File: src/rtl/div_seq.sv
// rtl/div_seq.sv - Multi-cycle restoring divider and stall sequencer for MIPS DIV/DIVU.
// One quotient bit per cycle; results land in registered hi/lo for a single-cycle write window.
module div_seq #(
  parameter logic [7:0] DIV_OP  = 8'b00011010,
  parameter logic [7:0] DIVU_OP = 8'b00011011
) (
  input  logic        clk,
  input  logic        resetn,
  input  logic [7:0]  alucontrol,
  input  logic        start,
  input  logic        annul,
  input  logic [31:0] a,
  input  logic [31:0] b,
  output logic        stall,
  output logic        result_valid,
  output logic [31:0] hi,
  output logic [31:0] lo,
  output logic        div_zero
);

  typedef enum logic [1:0] {
    IDLE = 2'd0,
    ZERO = 2'd1,
    ON   = 2'd2,
    DONE = 2'd3
  } state_t;

  state_t      state_q, state_d;
  logic [4:0]  cnt_q, cnt_d;
  logic [31:0] rem_q, rem_d;
  logic [31:0] quo_q, quo_d;
  logic [31:0] dvsr_q, dvsr_d;
  logic        neg_q_q, neg_q_d;
  logic        neg_r_q, neg_r_d;
  logic [31:0] hi_q, hi_d;
  logic [31:0] lo_q, lo_d;
  logic        dz_q, dz_d;

  logic        is_div;
  logic        signed_op;
  logic [31:0] a_mag;
  logic [31:0] b_mag;
  logic [32:0] rem33;
  logic        fits;
  logic [31:0] rem_step;
  logic [31:0] quo_step;

  assign is_div    = start & ((alucontrol == DIV_OP) | (alucontrol == DIVU_OP));
  assign signed_op = (alucontrol == DIV_OP);
  assign a_mag     = (signed_op & a[31]) ? (32'd0 - a) : a;
  assign b_mag     = (signed_op & b[31]) ? (32'd0 - b) : b;

  // rem stays below the divisor, so a 32-bit wrapping subtract is exact whenever it fits
  assign rem33    = {rem_q, quo_q[31]};
  assign fits     = rem33 >= {1'b0, dvsr_q};
  assign rem_step = fits ? (rem33[31:0] - dvsr_q) : rem33[31:0];
  assign quo_step = {quo_q[30:0], fits};

  always_comb begin
    state_d      = state_q;
    cnt_d        = cnt_q;
    rem_d        = rem_q;
    quo_d        = quo_q;
    dvsr_d       = dvsr_q;
    neg_q_d      = neg_q_q;
    neg_r_d      = neg_r_q;
    hi_d         = hi_q;
    lo_d         = lo_q;
    dz_d         = dz_q;
    stall        = 1'b0;
    result_valid = 1'b0;

    case (state_q)
      IDLE: begin
        if (!annul && is_div) begin
          stall = 1'b1;
          if (b == 32'd0) begin
            state_d = ZERO;
          end else begin
            dvsr_d  = b_mag;
            quo_d   = a_mag;
            rem_d   = 32'd0;
            cnt_d   = 5'd0;
            neg_q_d = signed_op & (a[31] ^ b[31]);
            neg_r_d = signed_op & a[31];
            state_d = ON;
          end
        end
      end
      ZERO: begin
        stall = 1'b1;
        if (annul) begin
          state_d = IDLE;
        end else begin
          hi_d    = 32'd0;
          lo_d    = 32'd0;
          dz_d    = 1'b1;
          state_d = DONE;
        end
      end
      ON: begin
        stall = 1'b1;
        if (annul) begin
          state_d = IDLE;
        end else begin
          rem_d = rem_step;
          quo_d = quo_step;
          cnt_d = cnt_q + 5'd1;
          if (cnt_q == 5'd31) begin
            lo_d    = neg_q_q ? (32'd0 - quo_step) : quo_step;
            hi_d    = neg_r_q ? (32'd0 - rem_step) : rem_step;
            dz_d    = 1'b0;
            state_d = DONE;
          end
        end
      end
      DONE: begin
        result_valid = ~annul;
        state_d      = IDLE;
      end
      default: state_d = IDLE;
    endcase
  end

  always_ff @(posedge clk or negedge resetn) begin
    if (!resetn) begin
      state_q <= IDLE;
      cnt_q   <= 5'd0;
      rem_q   <= 32'd0;
      quo_q   <= 32'd0;
      dvsr_q  <= 32'd0;
      neg_q_q <= 1'b0;
      neg_r_q <= 1'b0;
      hi_q    <= 32'd0;
      lo_q    <= 32'd0;
      dz_q    <= 1'b0;
    end else begin
      state_q <= state_d;
      cnt_q   <= cnt_d;
      rem_q   <= rem_d;
      quo_q   <= quo_d;
      dvsr_q  <= dvsr_d;
      neg_q_q <= neg_q_d;
      neg_r_q <= neg_r_d;
      hi_q    <= hi_d;
      lo_q    <= lo_d;
      dz_q    <= dz_d;
    end
  end

  assign hi       = hi_q;
  assign lo       = lo_q;
  assign div_zero = dz_q;

endmodule

File: config.mk
export PLATFORM = sky130hd
export DESIGN_NAME = div_seq
export DESIGN_NICKNAME = d
export VERILOG_FILES = /design/src/rtl/div_seq.sv
export SDC_FILE = /design/constraint.sdc
export NUM_CORES = 1
export LEC_CHECK = 0
export ABC_AREA = 0
export CORE_MARGIN = 4
export CORE_UTILIZATION = 55
export CTS_BUF_LIST = sky130_fd_sc_hd__clkbuf_2
export DETAILED_ROUTE_END_ITERATION = 12
export PLACE_DENSITY = 0.9
export SLEW_MARGIN = 10
export SYNTH_ARGS = -nofsm -noshare
export SYNTH_HDL_FRONTEND = slang
export SYNTH_SLANG_ARGS = --single-unit
File: constraint.sdc
create_clock -name clk -period 5.8 [get_ports clk]
set_clock_uncertainty 0.05 [all_clocks]
set_input_delay 0.87 -clock clk [delete_from_list [all_inputs] [get_ports clk]]
set_output_delay 0.87 -clock clk [all_outputs]
set_load 0.05 [all_outputs]
* Word-level counts from Yosys, hierarchy flattened
Index checks and enable logic that the tools add are counted.
** Storage, ports and cells
- Bits in registers :: 170
- Logic and storage cells :: 85
- Output and inout bits :: 67
- Input port bits :: 76
** Operators by class
- Equality and inequality tests :: 12
- Bitwise logic cells :: 8
- Magnitude comparators :: 1
- Add/subtract/negate cells :: 6
- Muxes and demuxes :: 37
- Reduce and logical (&&, ||, !) cells :: 11
** Operator list (count)
- 32-bit two-way mux :: 16
- 32-bit case mux with 2 select lines :: 4
- 1-bit by 32-bit subtractor with 32-bit output (first input constant) :: 4
- 33-bit by 32-bit greater-or-equal comparator with 1-bit output :: 1
- 32-bit zero test :: 1
- 32-bit subtractor :: 1
- 8-bit by 5-bit equality test with 1-bit output (second input constant) :: 2
- 5-bit two-way mux :: 3
- 2-bit two-way mux :: 5
- 2-bit != test (second input constant) :: 5
- 5-bit case mux with 2 select lines :: 1
- 2-bit case mux with 4 select lines :: 1
- 4-bit AND reduction :: 2
- 5-bit by 1-bit adder with 5-bit output (second input constant) :: 1
- 5-bit equality test (second input constant) :: 1
- 1-bit two-way mux :: 5
- 1-bit bitwise AND :: 4
- 2-bit equality test (second input constant) :: 2
- 1-bit case mux with 2 select lines :: 2
- 2-bit nonzero test :: 2
- 3-bit != test (second input constant) :: 1
- 3-bit AND reduction :: 1
- 2-bit by 1-bit equality test with 1-bit output (second input constant) :: 1
- 2-bit zero test :: 1
- other kinds (7) :: 8

* Depth between registers and ports, before layout
- Depth after elaboration :: 7
- Mapped depth :: 24
- Depth with buffers taken out :: 18

* Worst setup path before layout
Ideal clock, no wire load.
- Kind :: flip-flop to flip-flop
- From :: reg rem_q[7]
- To :: reg hi_q[30], in the netlist hi[30]
- Arrival :: 5.047 ns
- Period minus slack after synthesis :: 5.227 ns
- Setup slack :: 0.573 ns
- Cell stages (with the launch flop) :: 22
- Path through :: dfrtp_1 -> ha_1 -> buf_6 -> a21oi_4 -> o21ai_2 -> a41o_1 -> o311a_4 -> or2_4 -> buf_6 -> buf_8 -> buf_6 -> buf_2 -> clkbuf_1 -> o21ai_0 -> ha_1 -> or4bb_1 -> or3_1 -> o311ai_0 -> or3b_1 -> o41ai_2 -> xnor2_1 -> o21ai_1
** Between the ends
- Cells in the longest elaborated chain, start to end :: 7
- Elaborated cells on any way between the ends :: 8
** Ends and longest elaborated chain
- from (decl) :: line 30 : logic [31:0] rem_q, rem_d;
- from (signal assigned) :: line 140 : rem_q <= rem_d;
- 32-bit subtractor or 33-bit by 32-bit greater-or-equal comparator with 1-bit output (tied branches) :: line 56, 55
- 32-bit two-way mux * :: line 56 : assign rem_step = fits ? (rem33[31:0] - dvsr_q) : rem33[31:0];
- 1-bit by 32-bit subtractor with 32-bit output :: line 111 : hi_d = neg_r_q ? (32'd0 - rem_step) : rem_step;
- 32-bit two-way mux * :: line 111
- 32-bit two-way mux * :: line 109 : if (cnt_q == 5'd31) begin
- 32-bit two-way mux * :: line 103 : if (annul) begin
- 32-bit case mux with 2 select lines * :: line 73 : case (state_q)
- to (signal assigned) :: line 145 : hi_q <= hi_d;
- to (decl) :: line 35 : logic [31:0] hi_q, hi_d;
Every way passes the cells marked *; elsewhere a longest branch is shown, timed or not. The select of a mux whose other input is x is not followed.
A chain may end at the register's enable or synchronous reset.

* Worst setup path in the final report
Ends and elaborated chain as after synthesis.

==> results.sh <==
export IMPL_status="complete, no violations"
export IMPL_fin_util=0.642
export IMPL_rows=54
export IMPL_grt_util_all_layers=0.271
export IMPL_period_share=0.875
export IMPL_synth_edff_count=0
export IMPL_cts_buffers=17
export IMPL_die_h_um=157
export IMPL_netlist_instances=1520
export IMPL_ir_drop_mv=0.443
export IMPL_layout_nets=1734
export IMPL_yosysTopAreaCell="dfrtp_1"
export IMPL_critPathArrivalTime_ns=5.74
export IMPL_cts_tree="done"
export IMPL_port_buffers=142
export IMPL_cts_resized_gates=0
export IMPL_ys_top_cells_by_area="dfrtp_1 35%, nand2_1 7.7%, o21ai_0 7.6%"
export IMPL_tightest_slew_ns=1.16
export IMPL_wl_met1_um=15300
export IMPL_worst_path_largest_cell_delay_ns=0.53
export IMPL_grt_ovfl_total=0
export IMPL_ys_ff_latch=170
export IMPL_path_clk_slew_ns=0.29
export IMPL_place_gp_congestion=0.949
export IMPL_ys_flop_type="dfrtp_1"
export IMPL_fin_cells=1907
export IMPL_setup_tns_ns=0
export IMPL_ys_types=85
export IMPL_min_from="hi[8]"
export IMPL_synth_nets=1641
export IMPL_start_util=0.559
export IMPL_crit_type="reg2reg"
export IMPL_die_w_um=157
export IMPL_yosysMostFrequentCell="nand2_1"
export IMPL_fin_crit_ns=5.08
export IMPL_rrSetupSlack_ns=0.72
export IMPL_pin_count=143
export IMPL_path_buf_inv=1
export IMPL_hold_viol=0
export IMPL_layout_drive_gt1_share=0.0455
export IMPL_cap_viol_max_count=0
export IMPL_drtPass1Iterations=8
export IMPL_yosysWarnings=0
export IMPL_r2r_end="hi[30]"
export IMPL_seq_area_mm2=0.00425
export IMPL_drv_slew=0
export IMPL_max_freq_ghz=0.197
export IMPL_grt_pass1_vias=10609
export IMPL_cts_max_path_buffers=2
export IMPL_ctsHoldBuffers=0
export IMPL_antenna_found_initial=1
export IMPL_syn_area_mm2=0.0122
export IMPL_crit_fanout=7
export IMPL_drt_wl_total_um=34200
export IMPL_fill_cells=1884
export IMPL_drt_first_iter_violations=1319
export IMPL_reg2regPathDepth=16
export IMPL_crit_required_ns=6.46
export IMPL_hold_path_class="reg2reg"
export IMPL_route_met2_wl_um=15100
export IMPL_hpwl_um=25800
export IMPL_timing_rr_start="rem_q[7]"
export IMPL_leakage_nw=6.06
export IMPL_grt_pass1_wl_um=54100
export IMPL_vias=11753
export IMPL_cp_common_cell="ha_1"
export IMPL_synthTopCellsByCount="249 x nand2_1, 186 x o21ai_0, 170 x dfrtp_1"
export IMPL_cp_cell_sequence="ha_1 > a21oi_4 > o21ai_2 > a41o_1 > o311a_4 > or2_4 > inv_1 > mux2i_1 > ha_1 > or4bb_1 > or3_1 > o311ai_0 > or3b_1 > o41ai_2 > xnor2_1 > o21ai_1"
export IMPL_core_area_mm2=0.0218
export IMPL_ys_seq_area_frac=0.349
export IMPL_cp_top_family="simple AND/OR/NAND/NOR gates"
export IMPL_dieArea_mm2=0.0246
export IMPL_setup_violations=0
export IMPL_slowest_stage="dfrtp_1"
export IMPL_syn_avg_cell_area_um2=8.02
export IMPL_hold_path_depth=2
export IMPL_top_layer="met4"
export IMPL_yosysTopAreaCellShare=0.349
export IMPL_avgRoutedWirePerCell_um=17.9
export IMPL_wl_met3_um=3100
export IMPL_clk_latency_ns=0.80
export IMPL_root_buffer="clkbuf_2"
export IMPL_post_cts_buffers=0
export IMPL_avgViaCountPerCell=6.16
export IMPL_startpoint_type="flop"
export IMPL_rsz0062_at_grt="no"
export IMPL_drc=0
export IMPL_p_per_area_mw_per_mm2=385
export IMPL_syn2layout_area_growth_pct=14.9
export IMPL_place_inst=1873
export IMPL_max_slew_margin=0.224
export IMPL_cts_sinks=170
export IMPL_htreeDepth=4
export IMPL_grt_max_degree=123
export IMPL_hold_path_endpoint="hi[8]"
export IMPL_critPathCaptureType="flop"
export IMPL_antenna_left=0
export IMPL_multi_input_area_mm2=0.00736
export IMPL_ys_async_sr_fraction=1.00
-- worst max-delay path by stage --
stage,from,end,slack (ns),cells after the start
after detailed placement,rem_q[11],hi[30],0.77,16
after floorplan,rem_q[7],hi[30],0.57,21
after CTS,rem_q[11],hi[30],0.76,16
final,rem_q[7],hi[30],0.72,16
after global routing,rem_q[11],hi[30],0.55,16
after global placement,rem_q[11],hi[30],0.92,16
-- cells in the final DEF (no fill, tap or decap), drive strengths merged, types with 6 or more instances in the layout --
master and n:
nand2 249, o21ai 195, dfrtp 170, clkdlybuf4s50 141, a21oi 119, nor2 97
xor2 70, inv 68, xnor2 66, o31ai 47, ha 44, nor3 33
nand3 27, mux2i 24, nor4 23, or3 18, clkbuf 17, nand4 16
and2 14, buf 14, or4 13, a211oi 12, a31oi 11, o41ai 11
nand2b 9, a21o 9, o21a 8, and3 7, nor3b 7, nand3b 6
o211ai 6, o31a 6, or2 6
-- power breakdown --
group	total, mW	switching [mW]	internal (mW)
Sequential	1.75	0.344	1.40
Clock	0.708	0.490	0.218
Combinational	2.94	1.82	1.12
Total	5.40	2.66	2.74
-- metrics by stage --
stage               instance area (um^2)  setup slack [ns]  power (mW)  hold WS (ns)
floorplan                          12200             0.573        3.82         0.395
global placement                   13700             0.916        4.54         0.409
detailed placement                 13700             0.772        4.62         0.420
CTS                                14000             0.762        5.32       0.00622
global route                       14000             0.547        5.78         0.501
finish                             14000             0.722        5.40         0.464
-- worst reg2reg max path: cells and delay by family, from the launching register on --
kind,cells,cell delay (ns)
AND/OR/NAND/NOR,4,1.59
AO/OA/AOI/OAI,7,1.53
adder cells (fa/ha/maj),2,0.71
flip-flops,1,0.53
multiplexers,1,0.32
XOR/XNOR,1,0.16
buffers and inverters,1,0.10
-- logic make-up after synthesis --
kind of cell    share of synthesized area
compound gates                      0.229
xor+xnor                           0.0977
fa+ha+maj                          0.0468
buf+inv                            0.0485
flops                               0.349
mux                                0.0222
simple gates                        0.207
-- area by class of cell --
cell class / instances / area share
inverter: 61 / 0.0163
timing repair buffer: 156 / 0.110
clock inverter: 15 / 0.0130
sequential: 170 / 0.304
tap: 280 / 0.0250
multi-input combinational: 1207 / 0.525
clock buffer: 17 / 0.00607
antenna: 1 / 0.000179
-- layer usage --
layer / global-route usage / up-vias
met2: 0.411 / 556
met3: 0.0470 / 74
met1: 0.404 / 5541
met4: 0.0723 / 0
li1: - / 5582
met5: 0 / -
-- state kept, by name, indices dropped and copies added, names as in the netlist --
| name | flops |
|---|---|
| state_q | 2 |
| rem_q | 32 |
| quo_q | 32 |
| lo | 32 |
| neg_q_q | 1 |
| dvsr_q | 32 |
| neg_r_q | 1 |
| hi | 32 |
| div_zero | 1 |
| cnt_q | 5 |
Note: power is estimated with default switching activity, not from simulation.
